[src/rtl/filter_8b_4tap_pkg.sv]
// Shared constants for the 4-tap (1,2,3,4) FIR link: widths, coefficients,
// decoder state encoding and the 8-bit saturation helper.
package filter_8b_4tap_pkg;

    localparam int DEF_DW   = 8;
    localparam int DEF_YW   = 12;
    localparam int DEF_CNTW = 16;

    localparam int COEFF_0 = 1;
    localparam int COEFF_1 = 2;
    localparam int COEFF_2 = 3;
    localparam int COEFF_3 = 4;

    localparam logic [1:0] ST_IDLE = 2'd0;
    localparam logic [1:0] ST_RUN  = 2'd1;
    localparam logic [1:0] ST_ERR  = 2'd2;

    localparam int SAT_RW = DEF_YW + 3;

    function automatic logic [DEF_DW-1:0] sat8(input logic signed [SAT_RW-1:0] r);
        if (r[SAT_RW-1]) begin
            return '0;
        end else if (r > SAT_RW'((1 << DEF_DW) - 1)) begin
            return '1;
        end else begin
            return r[DEF_DW-1:0];
        end
    endfunction

endpackage

[src/rtl/filter_hist3.sv]
// Three-deep history of recovered samples; x1 is the most recent.
module filter_hist3
    import filter_8b_4tap_pkg::*;
#(
    parameter int DW = DEF_DW
) (
    input  logic          clk,
    input  logic          rst_n,
    input  logic          clr_i,
    input  logic          load_i,
    input  logic [DW-1:0] din_i,
    output logic [DW-1:0] x1_o,
    output logic [DW-1:0] x2_o,
    output logic [DW-1:0] x3_o
);

    logic [DW-1:0] x1_q, x2_q, x3_q;

    // Clear has priority so a frame start always begins from zero history.
    always_ff @(posedge clk or negedge rst_n) begin
        if (!rst_n) begin
            x1_q <= '0;
            x2_q <= '0;
            x3_q <= '0;
        end else if (clr_i) begin
            x1_q <= '0;
            x2_q <= '0;
            x3_q <= '0;
        end else if (load_i) begin
            x3_q <= x2_q;
            x2_q <= x1_q;
            x1_q <= din_i;
        end
    end

    assign x1_o = x1_q;
    assign x2_o = x2_q;
    assign x3_o = x3_q;

endmodule

[src/rtl/filter_8b_4tap_deconv.sv]
// Streaming inverse of the 1,2,3,4 FIR: x[n] = y[n] - 2x[n-1] - 3x[n-2] - 4x[n-3],
// with a sticky error and lockout when a word cannot come from a legal 8-bit stream.
module filter_8b_4tap_deconv
    import filter_8b_4tap_pkg::*;
#(
    parameter int DW   = DEF_DW,
    parameter int YW   = DEF_YW,
    parameter int C1   = COEFF_1,
    parameter int C2   = COEFF_2,
    parameter int C3   = COEFF_3,
    parameter int CNTW = DEF_CNTW
) (
    input  logic            clk,
    input  logic            rst_n,
    input  logic            sync,
    input  logic            in_valid,
    output logic            in_ready,
    input  logic [YW-1:0]   in_data,
    output logic            out_valid,
    input  logic            out_ready,
    output logic [DW-1:0]   out_data,
    output logic            err,
    output logic [CNTW-1:0] sample_cnt,
    output logic [1:0]      dbg_state
);

    // Handshake: a word moves on a channel in any cycle where valid and ready are both
    // high at the rising edge; valid never depends on ready, and data is held while
    // valid is high and ready is low.

    localparam int RW = YW + 3;
    localparam logic signed [RW-1:0] K1    = RW'(C1);
    localparam logic signed [RW-1:0] K2    = RW'(C2);
    localparam logic signed [RW-1:0] K3    = RW'(C3);
    localparam logic signed [RW-1:0] R_MAX = RW'((1 << DW) - 1);

    logic [1:0]      state_q, state_d;
    logic            out_valid_q, out_valid_d;
    logic [DW-1:0]   out_data_q, out_data_d;
    logic            err_q, err_d;
    logic [CNTW-1:0] cnt_q, cnt_d;

    logic [DW-1:0]   x1, x2, x3;
    logic signed [RW-1:0] y_s, x1_s, x2_s, x3_s, r;
    logic            r_neg, r_hi, out_of_range;
    logic [DW-1:0]   sat_val;
    logic            accept, out_fire;

    assign in_ready = (state_q != ST_ERR) && (!out_valid_q || out_ready) && !sync;
    assign accept   = in_valid && in_ready;
    assign out_fire = out_valid_q && out_ready;

    // Full-width signed recurrence; nothing is truncated before the range check.
    assign y_s  = $signed({{(RW-YW){1'b0}}, in_data});
    assign x1_s = $signed({{(RW-DW){1'b0}}, x1});
    assign x2_s = $signed({{(RW-DW){1'b0}}, x2});
    assign x3_s = $signed({{(RW-DW){1'b0}}, x3});
    assign r    = y_s - K1 * x1_s - K2 * x2_s - K3 * x3_s;

    assign r_neg        = r[RW-1];
    assign r_hi         = !r_neg && (r > R_MAX);
    assign out_of_range = r_neg || r_hi;
    assign sat_val      = r_neg ? '0 : (r_hi ? '1 : r[DW-1:0]);

    filter_hist3 #(.DW(DW)) u_hist (
        .clk    (clk),
        .rst_n  (rst_n),
        .clr_i  (sync),
        .load_i (accept),
        .din_i  (sat_val),
        .x1_o   (x1),
        .x2_o   (x2),
        .x3_o   (x3)
    );

    always_comb begin
        state_d     = state_q;
        out_valid_d = out_valid_q;
        out_data_d  = out_data_q;
        err_d       = err_q;
        cnt_d       = cnt_q;

        if (accept) begin
            out_valid_d = 1'b1;
            out_data_d  = sat_val;
        end else if (out_fire) begin
            out_valid_d = 1'b0;
        end

        // sync leaves the output register alone so a pending sample still drains.
        if (sync) begin
            state_d = ST_IDLE;
            err_d   = 1'b0;
            cnt_d   = '0;
        end else begin
            if (out_fire) begin
                cnt_d = cnt_q + CNTW'(1);
            end
            if (accept) begin
                state_d = out_of_range ? ST_ERR : ST_RUN;
                if (out_of_range) begin
                    err_d = 1'b1;
                end
            end
        end
    end

    always_ff @(posedge clk or negedge rst_n) begin
        if (!rst_n) begin
            state_q     <= ST_IDLE;
            out_valid_q <= 1'b0;
            out_data_q  <= '0;
            err_q       <= 1'b0;
            cnt_q       <= '0;
        end else begin
            state_q     <= state_d;
            out_valid_q <= out_valid_d;
            out_data_q  <= out_data_d;
            err_q       <= err_d;
            cnt_q       <= cnt_d;
        end
    end

    assign out_valid  = out_valid_q;
    assign out_data   = out_data_q;
    assign err        = err_q;
    assign sample_cnt = cnt_q;
    assign dbg_state  = state_q;

endmodule

[config.mk]
export PLATFORM = sky130hd
export DESIGN_NAME = filter_8b_4tap_deconv
export DESIGN_NICKNAME = d
export VERILOG_FILES = /design/src/rtl/filter_8b_4tap_pkg.sv /design/src/rtl/filter_hist3.sv /design/src/rtl/filter_8b_4tap_deconv.sv
export SDC_FILE = /design/constraint.sdc
export NUM_CORES = 1
export LEC_CHECK = 0
export CAP_MARGIN = 5
export CORE_AREA = 2 2 117 62
export CTS_CLUSTER_DIAMETER = 40
export DETAILED_ROUTE_END_ITERATION = 8
export DIE_AREA = 0 0 119 64
export GPL_ROUTABILITY_DRIVEN = 0
export GPL_TIMING_DRIVEN = 0
export PLACE_DENSITY_LB_ADDON = 0.3
export SETUP_SLACK_MARGIN = 0.4
export SYNTH_ARGS = -nofsm -noshare
export SYNTH_HDL_FRONTEND = slang
export SYNTH_HIERARCHICAL = 1
export SYNTH_SLANG_ARGS = --single-unit
[constraint.sdc]
create_clock -name clk -period 12.39 [get_ports clk]
set_clock_uncertainty 0.2 [all_clocks]
set_input_delay 3.717 -clock clk [delete_from_list [all_inputs] [get_ports clk]]
set_output_delay 3.717 -clock clk [all_outputs]
set_load 0.02 [all_outputs]
==> After elaboration in Yosys (flattened, before gate mapping) <==
Cells that the tools add are included.
Widths: inputs -> output; s select.
{ "word_totals": {"inputBits": 17, "ff_bits": 52} }
{ "op_classes": {"reduce_logical": 15, "muxes": 18, "multipliers": 1, "magnitude_cmp": 1, "n_eq_ne": 1, "n_addsub": 4} }
{ "op_table": {"columns": ["operator", "n"], "rows": [
  ["$mux 8", 8],
  ["$mux 16", 2],
  ["$add 16x1->16 const B", 1],
  ["$gt 15x9->1 const B", 1],
  ["$sub 14x11->15", 1],
  ["$sub 13x11->14", 1],
  ["$sub 12x9->13", 1],
  ["$mul 2x8->10 const A", 1],
  ["$reduce_bool 2->1", 4],
  ["$mux 2", 3],
  ["$logic_and 1x1->1", 5],
  ["$mux 1", 5],
  ["$logic_not 1->1", 3],
  ["$logic_or 1x1->1", 2],
  ["$ne 2x2->1 const B", 1],
  ["$reduce_and 2->1", 1]
]} }

==> Longest topological paths before layout <==
Gate-level depths: netlist of the first run.
{ "depth": {"depth_word": 9, "depth_mapped": 22, "mapped_depth_nobuf": 21} }

==> Cells and area by module <==
The synthesis of the first run kept the hierarchy.
{ "by_module_without_submodules": {"columns": ["mod", "area_each_um2", "instances", "cells_per_inst", "seq_area_each_um2"], "rows": [
  ["filter_8b_4tap_deconv", 2906.5, 1, 345, 700.7],
  ["filter_hist3", 989.7, 1, 77, 600.6]
]} }

==> Worst setup path before layout of the first run <==
Ideal clock, no wire load.
{ "synth_timing": {"kind": "input to output", "startpoint": "input port sync", "endpoint": "output port in_ready", "setup_slack_ps": 3953, "required_time_ps": 8473, "arrival_ps": 4520, "n_path_buf": 1, "cell_stages": 2, "cell_sequence": "clkbuf_1 > a221oi_1"} }
{ "synth_via": {"elab_chain_len": 2} }
{ "synth_lines": {"columns": ["element", "line_no", "rtl"], "rows": [
  ["start: declaration", "filter_8b_4tap_deconv.sv:15", "input logic sync,"],
  ["$logic_not 1->1", "filter_8b_4tap_deconv.sv:49", "assign in_ready = (state_q != ST_ERR) && (!out_valid_q || out_ready) && !sync;"],
  ["$logic_and 1x1->1", "filter_8b_4tap_deconv.sv:49", null],
  ["end: declaration", "filter_8b_4tap_deconv.sv:17", "output logic in_ready,"]
]} }
Every way passes these cells.

==> Final worst setup path of the first run <==
Ends and elaborated chain as after synthesis.

==> impl_metrics.py, run 1 <==
metrics = {
    "routing": {
        "post_drt_via_cell_ratio": 5.54,
        "dr.pass1.iters": 4,
        "route.detailed.drc": 0,
        "vias": 3146,
        "drtAntennaViolNets": 0,
        "drt_iter0_drc": 183,
        "routedWlPerCell_um": 14.3,
        "routed_wl_mm": 8.13,
    },
    "floorplan": {
        "die_x_um": 119,
        "start_util_pct": 59.6,
        "core_sq_um": 6540,
        "pin_count": 46,
        "rows": 21,
        "dieArea_sq_um": 7620,
        "die_y_um": 64,
    },
    "timing": {
        "clock.fmax_mhz": 105,
        "holdWs_ns": 0.345,
        "setup_ws_ns": 2.86,
        "fin_setup_tns_ns": 0,
        "drv_slew": 0,
        "fin_crit_ns": 9.53,
        "grt_setup_unrepaired": "no",
        "worst_slew_pin_slew_ns": 0.671,
        "relSlewSlack_pct": 55.3,
        "min_period_over_period_pct": 76.9,
        "hold_viol_final": 0,
        "setup_viol": 0,
    },
    "logic_synthesis": {
        "ys_async_sr_fraction_pct": 100,
        "synthAdderAreaFrac_pct": 14.6,
        "synth_cells": 422,
        "synth_edf_count": 0,
        "yosys_register_bits": 52,
        "ys_types": 53,
        "synth-main-ff-cell": "dfrtp_1",
        "avgSynthCellArea_sq_um": 9.23,
        "synth_top_family_by_area": "simple AND/OR/NAND/NOR gates",
        "synth_area_sq_um": 3900,
        "synth-compound-area-share_pct": 15.3,
        "synth.yosys.seq_area_share_pct": 33.4,
        "synth_mux_area_share_pct": 6.52,
        "synth_xor_area_share_pct": 6.74,
        "syn-num-nets": 478,
        "synth_simple_gate_area_share_pct": 16.6,
        "yosys_warnings": 6,
    },
    "hold_path": {
        "worstHoldStart": "sample_cnt[15]$_DFFE_PN0P_",
        "hold_class": "reg -> reg",
        "min_delay_path_depth": 2,
        "min_to": "sample_cnt[15]$_DFFE_PN0P_",
    },
    "cells_and_area": {
        "syn_to_final_growth_pct": 18.8,
        "drive_above_1_share_pct": 6.30,
        "diodes": 0,
        "num-fill-cells": 486,
        "final_cell_mix": "73 x nor2_1, 52 x dfrtp_1, 44 x clkdlybuf4s50_1, 43 x inv_1, 28 x ha_1",
        "fin_nets": 531,
        "layoutNonFillerInstCount": 568,
        "final_common_cell": "nor2_1",
    },
    "critical_path": {
        "path_cells": "clkdlybuf4s50_1 > clkbuf_1 > a221oi_1 > clkdlybuf4s50_1",
        "timing.critical_path.mode_cell": "clkdlybuf4s50_1",
        "r2r_end": "out_data[4]$_DFFE_PN0P_",
        "required_ns": 8.47,
        "cp_num_cells": 4,
        "endpoint_kind": "output pin",
        "path_max_fanout": 10,
        "arrival_ns": 5.62,
        "worst-path-buf-inv": 3,
        "path_class": "in -> out",
        "cp-start-kind": "input pin",
        "cpLargestDelayFamily": "buffers and inverters",
        "crit_path_top_delay_cell": "clkdlybuf4s50_1",
        "rrSetupSlack_ns": 6.79,
        "reg2reg_depth": 18,
        "slowest_delay_ns": 0.68,
        "critPathLaunch": "sync",
        "r2r-start": "u_hist/x1_o[0]$_DFFE_PN0P_",
    },
    "power_and_ir_drop": {
        "irDropWorstVdd_uv": 80.7,
        "power.density_nw_per_um2": 142,
        "p_leak_nw": 2.04,
    },
    "clock_tree": {
        "cts.repair.resized": 0,
        "cts_max_level": 2,
        "cts_hold_buf": 0,
        "clk_path_buf_depth": 2,
        "cts_buffers": 5,
        "cts_tree": "yes",
        "clk_pin_slew_ns": 0.07,
        "cts.sinks": 52,
        "clock_latency_ns": 0.29,
        "post_cts_buffers": 0,
        "cts_root_buf": "clkbuf_16",
    },
    "global_routing": {
        "grt_pass1_wl_mm": 14.0,
        "grt_start_max_net_pins": 32,
        "grt_usage_pct": 23.0,
        "antenna_found_initial": 0,
        "grt-ovfl-total": 0,
        "first_global_vias": 3058,
    },
    "place": {
        "place_ws_ns": 2.83,
        "dp_hpwl_mm": 6.33,
        "dp_cells": 560,
        "port_buffers": 45,
    },
    "status": {
        "outcome": "complete, no violations",
    },
    "job": {
        "cap_violations": 0,
    },
}
==> state kept, by name, summed over array words and instances, names as in the netlist <==
signal,count
u_hist/x3_o,8
u_hist/x2_o,8
err,1
out_valid,1
sample_cnt,16
dbg_state,2
out_data,8
u_hist/x1_o,8
==> metrics by stage <==
step | cell area [sq um] | util (%) | total power, W
after floorplan | 3900 | - | 0.000422
after global placement | 4460 | 68.2 | 0.000504
after detailed placement | 4480 | 68.4 | 0.000510
after CTS | 4630 | 70.7 | 0.000655
after global routing | 4630 | 70.7 | 0.000701
final | 4630 | 70.7 | 0.000657
==> logic make-up after synthesis <==
family | after synthesis
muxes | 25
AOI/OAI and AO/OA | 80
DFF | 52
adders and majority gates | 39
and+or+nand+nor | 141
buffers and inverters | 55
xor gates and xnor gates | 30
==> worst reg2reg max path, stage by stage, from the launching register on <==
cell and delay (ns):
dfrtp_1 0.37, ha_1 0.22, inv_1 0.07, fa_1 0.42, a211o_1 0.31, o211ai_1 0.14
a21oi_1 0.23, or2_2 0.36, fa_1 0.48, inv_1 0.04, ha_1 0.33, a2111oi_0 0.50
o211ai_1 0.22, a31oi_1 0.36, nor2_1 0.11, o32ai_2 0.62, and2_0 0.21, buf_2 0.21
a211oi_1 0.07
==> how the worst max path moves through the flow <==
| stage | end | slack [ns] |
|---|---|---|
| after floorplan | in_ready | 3.95 |
| after global placement | in_ready | 2.85 |
| after detailed placement | in_ready | 2.83 |
| after CTS | in_ready | 2.83 |
| after global routing | in_ready | 2.65 |
| final | in_ready | 2.86 |
==> cell usage after synthesis, drive strengths merged (3+ instances only) <==
master | count | share of area, %
o21bai | 4 | 0.77
o21a | 5 | 0.96
inv | 43 | 4.1
mux2i | 25 | 6.5
buf | 8 | 2.2
and3 | 6 | 0.96
a211oi | 12 | 2.6
nor2 | 73 | 7.0
dfrtp | 52 | 33
a221oi | 3 | 1.1
nand3 | 7 | 0.90
clkbuf | 4 | 0.39
a21oi | 20 | 2.6
xnor2 | 11 | 2.5
o211ai | 3 | 0.58
xor2 | 19 | 4.3
ha | 28 | 9.0
o31a | 3 | 0.67
nand4 | 3 | 0.48
nor3 | 17 | 2.3
nor2b | 6 | 0.96
fa | 11 | 5.7
o21ai | 11 | 1.4
and2 | 4 | 0.64
nand2 | 17 | 1.6
a21o | 8 | 1.6
==> layer usage <==
layer  track usage [%]  vias up  routed length, um
li1                  -     1554                  -
met5                 0        -                  0
met2              38.5       59               3610
met3              4.20        8                352
met1              31.8     1525               4110
met4              4.46        0                 65
==> layout make-up <==
cell class	instances	area, sq um	share of cell area (%)
Sequential cell	52	1300	28.1
Inverter	43	161	3.49
Clock buffer	5	125	2.70
Timing Repair Buffer	46	465	10.1
Buffer	12	103	2.22
Multi-Input combinational cell	315	2330	50.4
Clock inverter	3	25.0	0.541
Tap cell	92	115	2.49
==> report_power, final <==
| group | switching [W] | total [W] | internal, W |
|---|---|---|---|
| Clock | 0.0000683 | 0.000145 | 0.0000765 |
| Combinational | 0.000176 | 0.000311 | 0.000134 |
| Sequential | 0.0000133 | 0.000201 | 0.000188 |
| Total | 0.000258 | 0.000657 | 0.000399 |
No activity file was read; power rests on OpenSTA's default activity.
==> run 2, diff against run 1 <==
Settings changed: CORE_AREA 2 2 117 62 to 2 2 120 64, DIE_AREA 0 0 119 64 to 0 0 122 66.
Clock period 12.39 ns to 9.3 ns, I/O delays scaled along.
==> impl_metrics.py, run 2 (synthesis results as in run 1) <==
metrics = {
    "routing": {
        "post_drt_via_cell_ratio": 5.60,
        "routedWlPerCell_um": 16.6,
        "drtAntennaViolNets": 0,
        "routed_wl_mm": 9.50,
        "route.detailed.drc": 0,
        "drt_iter0_drc": 251,
        "dr.pass1.iters": 5,
        "vias": 3203,
    },
    "critical_path": {
        "worst-path-buf-inv": 5,
        "crit_path_top_delay_cell": "o32ai_2",
        "arrival_ns": 8.22,
        "path_class": "in -> reg",
        "slowest_delay_ns": 0.67,
        "required_ns": 9.27,
        "r2r_end": "out_data[7]$_DFFE_PN0P_",
        "path_max_fanout": 9,
        "r2r-start": "u_hist/x1_o[0]$_DFFE_PN0P_",
        "endpoint_kind": "register",
        "path_cells": "clkdlybuf4s50_1 > inv_1 > ha_1 > inv_1 > fa_1 > a211o_1 > o211ai_1 > a21oi_1 > or2_2 > fa_1 > inv_1 > ha_1 > a2111oi_0 > o211ai_1 > a31oi_1 > nor2_1 > o32ai_2 > and2_0 > buf_2 > a211oi_1",
        "timing.critical_path.mode_cell": "inv_1",
        "cp-start-kind": "input pin",
        "reg2reg_depth": 18,
        "rrSetupSlack_ns": 3.59,
        "cpLargestDelayFamily": "compound AO/OA/AOI/OAI gates",
    },
    "clock_tree": {
        "post_cts_buffers": 0,
        "cts_hold_buf": 0,
        "cts_max_level": 2,
        "clk_pin_slew_ns": 0.07,
        "clk_path_buf_depth": 2,
        "cts.sinks": 52,
        "cts_buffers": 5,
        "cts_root_buf": "clkbuf_16",
        "cts_tree": "yes",
        "cts.repair.resized": 0,
        "clock_latency_ns": 0.30,
    },
    "timing": {
        "fin_crit_ns": 8.25,
        "fin_setup_tns_ns": 0,
        "grt_setup_unrepaired": "no",
        "drv_slew": 0,
        "clock.fmax_mhz": 121,
        "hold_viol_final": 0,
        "relSlewSlack_pct": 51.1,
        "min_period_over_period_pct": 88.7,
        "worst_slew_pin_slew_ns": 0.734,
        "setup_viol": 0,
    },
    "power_and_ir_drop": {
        "internal-power_w": 0.000565,
        "p_seq_share_pct": 29.6,
        "power_frac_comb_pct": 46.4,
        "switchingPower_w": 0.000350,
        "switching_share_pct": 38.3,
        "clkPwrFrac_pct": 24.0,
        "power.density_nw_per_um2": 196,
        "irDropWorstVdd_uv": 92.5,
        "p_leak_nw": 2.06,
    },
    "floorplan": {
        "core_sq_um": 7020,
        "rows": 22,
        "start_util_pct": 55.5,
        "die_y_um": 66,
        "dieArea_sq_um": 8050,
        "die_x_um": 122,
        "pin_count": 46,
    },
    "cells_and_area": {
        "final_core_util_pct": 66.4,
        "final_cell_mix": "73 x nor2_1, 52 x dfrtp_1, 44 x clkdlybuf4s50_1, 43 x inv_1, 28 x ha_1",
        "layoutNonFillerInstCount": 572,
        "syn_to_final_growth_pct": 19.6,
        "diodes": 0,
        "fin_nets": 531,
        "largest_register_ffs": 16,
        "final_common_cell": "nor2_1",
        "drive_above_1_share_pct": 6.30,
    },
    "place": {
        "port_buffers": 45,
        "dp_hpwl_mm": 7.43,
        "dp_cells": 564,
    },
    "hold_path": {
        "worstHoldStart": "u_hist/x1_o[2]$_DFFE_PN0P_",
        "hold_class": "reg -> reg",
        "min_to": "u_hist/x1_o[2]$_DFFE_PN0P_",
        "min_delay_path_depth": 2,
    },
    "global_routing": {
        "first_global_vias": 3005,
        "grt-ovfl-total": 0,
        "grt_usage_pct": 25.6,
        "grt_start_max_net_pins": 39,
        "antenna_found_initial": 0,
        "grt_pass1_wl_mm": 15.7,
    },
    "status": {
        "outcome": "complete, no violations",
    },
    "job": {
        "cap_violations": 0,
    },
}
==> run 2: cell types whose count changed in the layout (fill, tap and decap cells not counted) <==
cell,previous run,this run
inv_6,2,0
bufinv_16,0,1
clkbuf_8,0,1
clkinv_4,0,1
clkinvlp_4,1,0
==> run 2: worst max path at each step <==
| stage | startpoint | to | slack, ns | cells past startpoint |
|---|---|---|---|---|
| 2_1_floorplan | in_data[1] | out_data[0]$_DFFE_PN0P_ | 2.14 | 19 |
| 3_3_place_gp | in_data[1] | out_data[1]$_DFFE_PN0P_ | 0.91 | 20 |
| 3_5_place_dp | in_data[1] | out_data[7]$_DFFE_PN0P_ | 0.82 | 20 |
| 4_1_cts | in_data[1] | out_data[7]$_DFFE_PN0P_ | 1.11 | 20 |
| 5_1_grt | in_data[1] | out_data[0]$_DFFE_PN0P_ | 0.80 | 20 |
| 6_report | in_data[1] | out_data[7]$_DFFE_PN0P_ | 1.05 | 20 |
==> run 2: through the flow <==
step           area [sq um]  power [W]  hold WS, ns  setup WS [ns]
2_1_floorplan          3900   0.000562        0.308           2.14
3_3_place_gp           4470   0.000675        0.323          0.907
3_5_place_dp           4480   0.000692        0.344          0.825
4_1_cts                4660   0.000912        0.360           1.11
5_1_grt                4660   0.000971        0.385          0.796
6_report               4660   0.000915        0.358           1.05
==> run 2: cell type report <==
cell class	count	area [sq um]
clock inverter	2	38.8
timing repair buffer	46	465
clock buffer	6	139
tap	96	120
sequential	52	1300
inverter	43	161
buffer	12	103
multi-input combinational	315	2330
fill	556	2360
==> run 2: power by group through the flow <==
stage / clock, W / sequential (W) / combinational (W)
5_1_grt: 0.000233 / 0.000274 / 0.000464
6_report: 0.000220 / 0.000271 / 0.000424
4_1_cts: 0.000222 / 0.000271 / 0.000419
3_5_place_dp: 0 / 0.000275 / 0.000417
2_1_floorplan: 0 / 0.000294 / 0.000269
3_3_place_gp: 0 / 0.000273 / 0.000401
==> run 2: worst reg2reg max path, stage by stage, from the launching register on <==
cell and delay, ns:
dfrtp_1 0.40, ha_1 0.23, inv_1 0.07, fa_1 0.44
a211o_1 0.32, o211ai_1 0.12, a21oi_1 0.26, or2_2 0.37
fa_1 0.49, inv_1 0.04, ha_1 0.31, a2111oi_0 0.43
o211ai_1 0.23, a31oi_1 0.40, nor2_1 0.12, o32ai_2 0.67
and2_0 0.20, buf_2 0.21, a211oi_1 0.08
==> run 2: routing by layer <==
metal  GRT usage (%)  vias to the layer above  part of all wire [%]
met3            5.34                        7                   5.4
met1            40.5                     1562                    53
met2            35.8                       78                    41
met4            4.45                        0                  0.72
li1                -                     1556                     -
met5               0                        -                     0
==> run 3, diff against run 2 <==
Settings changed: PLACE_DENSITY set to 0.76, PLACE_DENSITY_LB_ADDON 0.3 to not set, SLEW_MARGIN set to 20.
==> impl_metrics.py, run 3 (synthesis results as in run 1) <==
metrics = {
    "timing": {
        "setup_viol": 0,
        "relSlewSlack_pct": 54.6,
        "grt_setup_unrepaired": "no",
        "min_period_over_period_pct": 88.5,
        "fin_crit_ns": 8.23,
        "worst_slew_pin_slew_ns": 0.682,
        "drv_slew": 0,
        "fin_setup_tns_ns": 0,
        "setup_ws_ns": 1.07,
        "hold_viol_final": 0,
        "clock.fmax_mhz": 121,
    },
    "clock_tree": {
        "clk_path_buf_depth": 2,
        "cts_tree": "yes",
        "cts.repair.resized": 0,
        "clock_latency_ns": 0.30,
        "cts.sinks": 52,
        "cts_root_buf": "clkbuf_16",
        "cts_buffers": 5,
        "post_cts_buffers": 0,
        "cts_max_level": 2,
        "cts_hold_buf": 0,
        "clk_pin_slew_ns": 0.07,
    },
    "power_and_ir_drop": {
        "finalPower_w": 0.000906,
        "irDropWorstVdd_uv": 94.7,
        "p_leak_nw": 2.04,
        "power.density_nw_per_um2": 195,
    },
    "global_routing": {
        "grt_start_max_net_pins": 53,
        "grt-ovfl-total": 0,
        "grt_usage_pct": 24.7,
        "grt_pass1_wl_mm": 15.0,
        "antenna_found_initial": 0,
        "first_global_vias": 2966,
    },
    "routing": {
        "vias": 3221,
        "routedWlPerCell_um": 16.4,
        "route.detailed.drc": 0,
        "drt_iter0_drc": 175,
        "dr.pass1.iters": 5,
        "post_drt_via_cell_ratio": 5.64,
        "routed_wl_mm": 9.39,
        "drtAntennaViolNets": 0,
    },
    "critical_path": {
        "endpoint_kind": "register",
        "slowest_delay_ns": 0.63,
        "cp-start-kind": "input pin",
        "path_cells": "clkdlybuf4s50_1 > inv_1 > ha_1 > inv_1 > fa_1 > a211o_1 > o211ai_1 > a21oi_1 > or2_2 > fa_1 > inv_1 > ha_1 > a2111oi_0 > o211ai_1 > a31oi_1 > nor2_1 > o32ai_2 > and2_0 > buf_2 > a211oi_1",
        "cpLargestDelayFamily": "compound AO/OA/AOI/OAI gates",
        "required_ns": 9.27,
        "arrival_ns": 8.20,
        "crit_path_top_delay_cell": "o32ai_2",
        "path_max_fanout": 9,
        "worst-path-buf-inv": 5,
        "timing.critical_path.mode_cell": "inv_1",
        "path_class": "in -> reg",
    },
    "floorplan": {
        "die_x_um": 122,
        "start_util_pct": 55.5,
        "dieArea_sq_um": 8050,
        "pin_count": 46,
        "rows": 22,
        "die_y_um": 66,
        "core_sq_um": 7020,
    },
    "cells_and_area": {
        "fin_nets": 530,
        "final_common_cell": "nor2_1",
        "largest_register_ffs": 16,
        "drive_above_1_share_pct": 6.11,
        "syn_to_final_growth_pct": 19.0,
        "diodes": 0,
        "final_cell_mix": "73 x nor2_1, 52 x dfrtp_1, 44 x clkdlybuf4s50_1, 43 x inv_1, 28 x ha_1",
    },
    "place": {
        "port_buffers": 45,
        "place_ws_ns": 0.858,
        "dp_hpwl_mm": 7.29,
    },
    "hold_path": {
        "hold_class": "reg -> reg",
    },
    "job": {
        "cap_violations": 0,
    },
    "status": {
        "outcome": "complete, no violations",
    },
}
[run 3: cell count changes in the layout (fill, tap and decap cells not counted), sizes merged]
cell | before | now
inv | 43 | 44
clkinv | 1 | 0
buf | 10 | 9
clkbuf | 10 | 9
clkinvlp | 0 | 1
[run 3: metrics by stage]
stage	hold slack, ns	util [%]	cell area (sq um)	instances
after floorplan	0.308	-	3900	422
after global placement	0.325	63.6	4470	563
after detailed placement	0.346	63.6	4460	563
after CTS	0.365	66.0	4640	571
after global routing	0.392	66.0	4640	571
final	0.359	66.0	4640	571
[run 3: area by class of cell]
| cell class | count | area (sq um) |
|---|---|---|
| multi-input cells | 315 | 2330 |
| clock inverters | 3 | 46.3 |
| plain buffers | 12 | 103 |
| well taps | 96 | 120 |
| inverters | 43 | 161 |
| clock buffers | 5 | 125 |
| flip-flops and latches | 52 | 1300 |
| repair buffers | 45 | 448 |
| fillers | 578 | 2380 |
[run 3: final timing paths]
check | start | endpoint | slack [ns] | depth (start not counted)
worst max-delay path | in_data[1] | out_data[4]$_DFFE_PN0P_ | 1.07 | 20
worst min-delay path | u_hist/x1_o[1]$_DFFE_PN0P_ | u_hist/x1_o[1]$_DFFE_PN0P_ | 0.36 | 2
worst max register to register | u_hist/x1_o[0]$_DFFE_PN0P_ | out_data[4]$_DFFE_PN0P_ | 3.62 | 18
worst min register to register | u_hist/x1_o[1]$_DFFE_PN0P_ | u_hist/x1_o[1]$_DFFE_PN0P_ | 0.36 | 2
max in group asynchronous | rst_n | u_hist/x3_o[5]$_DFFE_PN0P_ | 6.13 | 1
min in group asynchronous | rst_n | out_data[6]$_DFFE_PN0P_ | 2.32 | 1
[run 3: worst min-delay path, delay by kind of cell (launching register included)]
family / cells / cell delay [ns]
multiplexers: 1 / 0.08
AND/OR/NAND/NOR: 1 / 0.08
flip-flops: 1 / 0.36
[run 3: per-layer routing]
metal | vias to the layer above | global-route usage [%] | share of wire (%)
met5 | - | 0 | 0
met4 | 0 | 4.45 | 0.54
met3 | 5 | 6.72 | 8.8
met2 | 115 | 33.3 | 39
met1 | 1560 | 39.1 | 51
li1 | 1541 | - | -
[run 3: power breakdown]
group	internal [W]	switching [W]
logic	0.000178	0.000242
clock network	0.000128	0.0000878
registers	0.000251	0.0000192
total	0.000557	0.000349
